$ cat src/rtl/parity_rx.sv
// Serial frame receiver: start, 8 data bits LSB first, parity, stop.
// Optional error counter output enabled by defining PARITY_RX_ERR_COUNT_EN.
module parity_rx (
  input  logic       clk,
  input  logic       clr_n,
  input  logic       enable,
  input  logic       sdata,
  input  logic       odd_sel,
  output logic [7:0] data,
  output logic       valid,
  output logic       par_err,
  output logic       frame_err,
  output logic       busy
`ifdef PARITY_RX_ERR_COUNT_EN
  ,
  output logic [7:0] err_cnt
`endif
);

  typedef enum logic [1:0] {
    IDLE,
    DATA,
    PARITY,
    STOP
  } state_t;

  state_t     state_q;
  state_t     state_d;
  logic [2:0] cnt_q;
  logic [7:0] sr_q;
  logic       odd_q;
  logic       perr_q;
  logic       start;
  logic       shift;
  logic       par_smp;
  logic       stop_smp;

  // State register
  always_ff @(posedge clk or negedge clr_n) begin
    if (!clr_n) state_q <= IDLE;
    else        state_q <= state_d;
  end

  // Next state and per-edge strobes; nothing moves without enable
  always_comb begin
    state_d  = state_q;
    start    = 1'b0;
    shift    = 1'b0;
    par_smp  = 1'b0;
    stop_smp = 1'b0;
    if (enable) begin
      unique case (state_q)
        IDLE: begin
          if (!sdata) begin
            state_d = DATA;
            start   = 1'b1;
          end
        end
        DATA: begin
          shift = 1'b1;
          if (cnt_q == 3'd7) state_d = PARITY;
        end
        PARITY: begin
          par_smp = 1'b1;
          state_d = STOP;
        end
        STOP: begin
          stop_smp = 1'b1;
          state_d  = IDLE;
        end
        default: state_d = IDLE;
      endcase
    end
  end

  // Shift register, bit counter, captured mode and parity result
  always_ff @(posedge clk or negedge clr_n) begin
    if (!clr_n) begin
      cnt_q  <= 3'd0;
      sr_q   <= 8'h00;
      odd_q  <= 1'b0;
      perr_q <= 1'b0;
    end else begin
      if (start) begin
        cnt_q <= 3'd0;
        odd_q <= odd_sel;
      end
      if (shift) begin
        sr_q  <= {sdata, sr_q[7:1]};
        cnt_q <= cnt_q + 3'd1;
      end
      if (par_smp) perr_q <= (^sr_q) ^ sdata ^ odd_q;
    end
  end

  // Frame results, updated only on the stop-bit edge
  always_ff @(posedge clk or negedge clr_n) begin
    if (!clr_n) begin
      data      <= 8'h00;
      valid     <= 1'b0;
      par_err   <= 1'b0;
      frame_err <= 1'b0;
    end else begin
      valid <= stop_smp;
      if (stop_smp) begin
        data      <= sr_q;
        par_err   <= perr_q;
        frame_err <= ~sdata;
      end
    end
  end

  assign busy = (state_q != IDLE);

`ifdef PARITY_RX_ERR_COUNT_EN
  // Saturating count of frames delivered with any error flag
  always_ff @(posedge clk or negedge clr_n) begin
    if (!clr_n) err_cnt <= 8'h00;
    else if (stop_smp && (perr_q || !sdata) && err_cnt != 8'hFF)
      err_cnt <= err_cnt + 8'd1;
  end
`endif

endmodule

$ cat config.mk
export PLATFORM = sky130hd
export DESIGN_NAME = parity_rx
export DESIGN_NICKNAME = d
export VERILOG_FILES = /design/src/rtl/parity_rx.sv
export SDC_FILE = /design/constraint.sdc
export NUM_CORES = 1
export LEC_CHECK = 0
export BUFFER_PORTS_ARGS = -buffer_cell sky130_fd_sc_hd__buf_2
export CAP_MARGIN = 25
export CORE_MARGIN = 5
export CORE_UTILIZATION = 54
export DETAILED_ROUTE_END_ITERATION = 16
export PLACE_DENSITY = 0.77
export SYNTH_ARGS = -nofsm -noshare
export SYNTH_HDL_FRONTEND = slang
export SYNTH_SLANG_ARGS = --single-unit
$ cat constraint.sdc
create_clock -name clk -period 1.6 [get_ports clk]
set_clock_uncertainty 0.05 [all_clocks]
set_input_delay 0.16 -clock clk [delete_from_list [all_inputs] [get_ports clk]]
set_output_delay 0.16 -clock clk [all_outputs]
set_load 0.05 [all_outputs]
Word level (Yosys, flattened, before mapping)

Cells that the tools add are included.

$add $sub $neg: 1
Bitwise operators: 3
Reductions and logical operators: 5
Equal/unequal tests: 6
Mux-type cells: 14

Operators by type and width:

| operator                                                        | count |
|---|---|
| 1-bit 2-to-1 mux                                                | 9 |
| 2-bit case mux with 4 select lines                              | 1 |
| 8-bit parity                                                    | 1 |
| 3-bit 2-to-1 mux                                                | 2 |
| 2-bit == test, second input constant                            | 2 |
| 2-bit 2-to-1 mux                                                | 2 |
| 2-bit != test, second input constant                            | 2 |
| 2-bit nonzero test                                              | 2 |
| 3-bit by 1-bit adder with 3-bit output, second input constant   | 1 |
| 3-bit == test, second input constant                            | 1 |
| 3-bit AND reduction                                             | 1 |
| 2-bit by 1-bit == test with 1-bit output, second input constant | 1 |
| 2-bit zero test                                                 | 1 |
| 1-bit bitwise XOR                                               | 2 |
| 1-bit inverter                                                  | 1 |

Input bits: 5
Output and inout bits: 12
Register bits: 26
Logic and storage cells: 38

Longest topological paths before layout

Depth in word-level cells: 5
Depth in mapped cells: 6
Gate-level depth less buffers: 6

Least setup slack after synthesis

OpenSTA, ideal clock, no wires.

Kind: register to register
From: register cnt_q[0]
To: register state_q[1]
Setup slack: 0.141 ns
Data arrival time: 1.285 ns
Period minus slack after synthesis: 1.459 ns
Data required time: 1.425 ns
Path buffers: 0
Setup time: 0.125 ns
Stages on the path, launching flop included: 6
Path through: dfrtp_1 -> ha_1 -> ha_1 -> nand2b_1 -> nand3_1 -> mux2_2

Cells in the longest elaborated chain, start to end: 3

RTL lines:

| what                          | line | text |
|---|---|---|
| from (decl)                   | 29   | `logic [2:0] cnt_q;` |
| from (signal assigned)        | 90   | `cnt_q <= cnt_q + 3'd1;` |
| 3-bit == test                 | 61   | `if (cnt_q == 3'd7) state_d = PARITY;` |
| 2-bit != test (no line)       | n/a  |  |
| 3-bit AND reduction (no line) | n/a  |  |
| to (signal assigned)          | 41   | `else state_q <= state_d;` |
| to (decl)                     | 27   | `state_t state_q;` |

Every way passes these cells.
A chain may end at the register's enable or synchronous reset.

Final worst setup path

From: register state_q[0]
To: output port busy

Cells in the longest elaborated chain, start to end: 1

RTL lines:

| what               | line | text |
|---|---|---|
| 2-bit nonzero test | 113  | `assign busy = (state_q != IDLE);` |
| to (decl)          | 13   | `output logic busy` |

Every way passes these cells.

==> results.sh <==
export IMPL_min_period_ns=1.535
export IMPL_wire_per_inst_um=13.42
export IMPL_clk_pin_slew_ns=0.14
export IMPL_ys_warn_count=0
export IMPL_drive_above_1_share_pct=41.90
export IMPL_syn_inst=83
export IMPL_n_fill_cell=142
export IMPL_path_cells="inv_1, ha_2, inv_1, clkbuf_4"
export IMPL_initial_core_util_pct=57.77
export IMPL_io_pin_count=17
export IMPL_port_buffers=16
export IMPL_worstPathArrival_ns=1.33
export IMPL_multi_input_area_um2=476.7
export IMPL_first_global_vias=680
export IMPL_synth_top_family_by_area="multiplexers"
export IMPL_cap_viol_max_count=0
export IMPL_antenna_cells=0
export IMPL_critPathKind="flip-flop to primary output"
export IMPL_clk_path_buf_depth=2
export IMPL_chipWidth_um=56.05
export IMPL_cts_tree="done"
export IMPL_crit_path_frequent_cell="inv_1"
export IMPL_path_buf_inv=3
export IMPL_antenna_found_initial=0
export IMPL_final_hold_viol_count=0
export IMPL_grt_total_usage_pct=12.35
export IMPL_muxShareOfSynthArea_pct=18.69
export IMPL_synthAdderAreaFrac_pct=6.557
export IMPL_numCtsBuffers=3
export IMPL_ant_nets=0
export IMPL_hold_path_class="input pin to flip-flop"
export IMPL_crit_family="flip-flops"
export IMPL_slew_viol_final=0
export IMPL_routed_wl_um=1772
export IMPL_drtIter0Drc=6
export IMPL_synth_nets=94
export IMPL_synth_xor_xnor_area_share_pct=7.322
export IMPL_gp_congestion=0.6959
export IMPL_yosysTopAreaCell="dfrtp_1"
export IMPL_relSlewSlack_pct=63.15
export IMPL_synth_avg_cell_area_um2=13.79
export IMPL_final_nets=117
export IMPL_dieArea_mm2=0.003141
export IMPL_crit_path_top_delay_cell="dfrtp_1"
export IMPL_setup_viol=0
export IMPL_final_period_utilization_pct=95.94
export IMPL_synthDistinctLibCells=17
export IMPL_fmax_ghz=0.6514
export IMPL_vias_per_cell=5.114
export IMPL_status="completed"
export IMPL_crit_path_end_kind="primary output"
export IMPL_synth_top_area_share_pct=56.83
export IMPL_row_count=16
export IMPL_ys_ff_latch=26
export IMPL_remaining_drc_errors=0
export IMPL_crit_fanout=4
export IMPL_die_h_um=56.05
export IMPL_synth_compound_area_share_pct=4.481
export IMPL_tightest_slew_ns=0.5528
export IMPL_fin_hold_ws_ns=0.01413
export IMPL_insertion_delay_ns=0.32
export IMPL_h_tree_depth=1
export IMPL_clockRootBuffer="clkbuf_4"
export IMPL_slowest_delay_ns=0.42
export IMPL_grt_max_degree=27
export IMPL_dp_hpwl_um=1304
export IMPL_core_mm2=0.001982
export IMPL_synth_simple_area_share_pct=3.934
export IMPL_numClockSinks=26
export IMPL_ys_seq_area_share_pct=56.83
export IMPL_overflow=0
export IMPL_route_vias_total=675
export IMPL_startpoint_type="flip-flop"
export IMPL_flow_area_growth_from_synthesis_pct=17.38
export IMPL_grt_pass1_wl_um=3008
export IMPL_regArea_um2=650.6
export IMPL_required_ns=1.39
export IMPL_firstDrtPassIters=4
export IMPL_ys_top_cells_by_area="dfrtp_1 57%, mux2_2 19%, ha_1 6.6%, xnor2_1 4.6%, nand2_1 2.0%"
export IMPL_synth_area_mm2=0.001145
export IMPL_postCtsSetupBuffers=0
metal layers:
| metal | part of all wire (%) | wire length [µm] | track usage [%] |
|---|---|---|---|
| met4 | 1.4 | 25 | 8.136 |
| met1 | 45 | 791 | 15.68 |
| met5 | 0 | 0 | 0 |
| met3 | 3.6 | 63 | 2.320 |
| met2 | 50 | 891 | 19.03 |
repair_timing:
action | in CTS | in global routing
hold buffers | 1 | 0
hold endpoints to repair | 26 | 0
endpoints found under the setup margin | 0 | 4
resized for setup | 0 | 3
final timing paths:
check | startpoint | end | slack (ns) | cells past startpoint
worst min register to register | frame_err | frame_err | 0.44 | 2
worst max register to register | cnt_q[0] | state_q[1] | 0.09 | 5
worst min-delay path | odd_sel | odd_q | 0.01 | 2
min in group asynchronous | clr_n | data[5] | 0.28 | 2
max in group asynchronous | clr_n | cnt_q[1] | 0.85 | 2
worst max-delay path | state_q[0] | busy | 0.06 | 4
final cells by class:
| cell class | count | share of cell area (%) |
|---|---|---|
| clock buffers | 3 | 1.676 |
| clock inverters | 1 | 2.235 |
| inverters | 4 | 1.117 |
| multi-input cells | 51 | 35.47 |
| flip-flops and latches | 26 | 48.42 |
| well taps | 27 | 2.514 |
| repair buffers | 20 | 8.566 |
stage by stage:
stage                     setup WS, ns  setup TNS, ns  instance area [µm²]  cells  util (%)
after CTS                      0.01940              0                 1334    132     67.30
after detailed placement       0.08338              0                 1271    127     64.14
after global routing          -0.01697       -0.03669                 1344    132     67.80
final                          0.06494              0                 1344    132     67.80
after global placement         0.08778              0                 1271    127     64.14
after floorplan                 0.1407              0                 1145     83         -
cells in the mapped netlist, drive strengths merged:
| library cell | number |
|---|---|
| nor2b | 1 |
| mux2 | 19 |
| o21ai | 3 |
| xnor3 | 1 |
| dfrtp | 26 |
| a32o | 2 |
| nand2 | 6 |
| a31oi | 1 |
| a21oi | 2 |
| nand3 | 1 |
| nor3 | 1 |
| nand2b | 1 |
| xnor2 | 6 |
| buf | 2 |
| ha | 6 |
| inv | 4 |
| xor2 | 1 |
cell usage in the layout (no fill, tap or decap), types with 2 or more instances in the layout:
cell type / instances
a21oi_1: 2
a32o_1: 2
buf_2: 15
buf_4: 3
clkbuf_4: 4
dfrtp_1: 26
ha_1: 5
inv_1: 4
mux2_2: 19
nand2_1: 6
o21ai_0: 3
xnor2_1: 6
flip-flops by register name, indices dropped and copies added, names as in the netlist:
register / flops
cnt_q: 3
state_q: 2
par_err: 1
perr_q: 1
data: 8
odd_q: 1
sr_q: 8
frame_err: 1
valid: 1
cell families after synthesis:
| kind of cell | Yosys count |
|---|---|
| buffers and inverters | 6 |
| AO/OA/AOI/OAI | 8 |
| flip-flops | 26 |
| AND/OR/NAND/NOR | 10 |
| XOR/XNOR | 8 |
| multiplexers | 19 |
| adder cells (fa/ha/maj) | 6 |
Power is left out: the tool's default activity adds up to more than one toggle a clock period on the data nets, which glitch-free logic cannot reach.
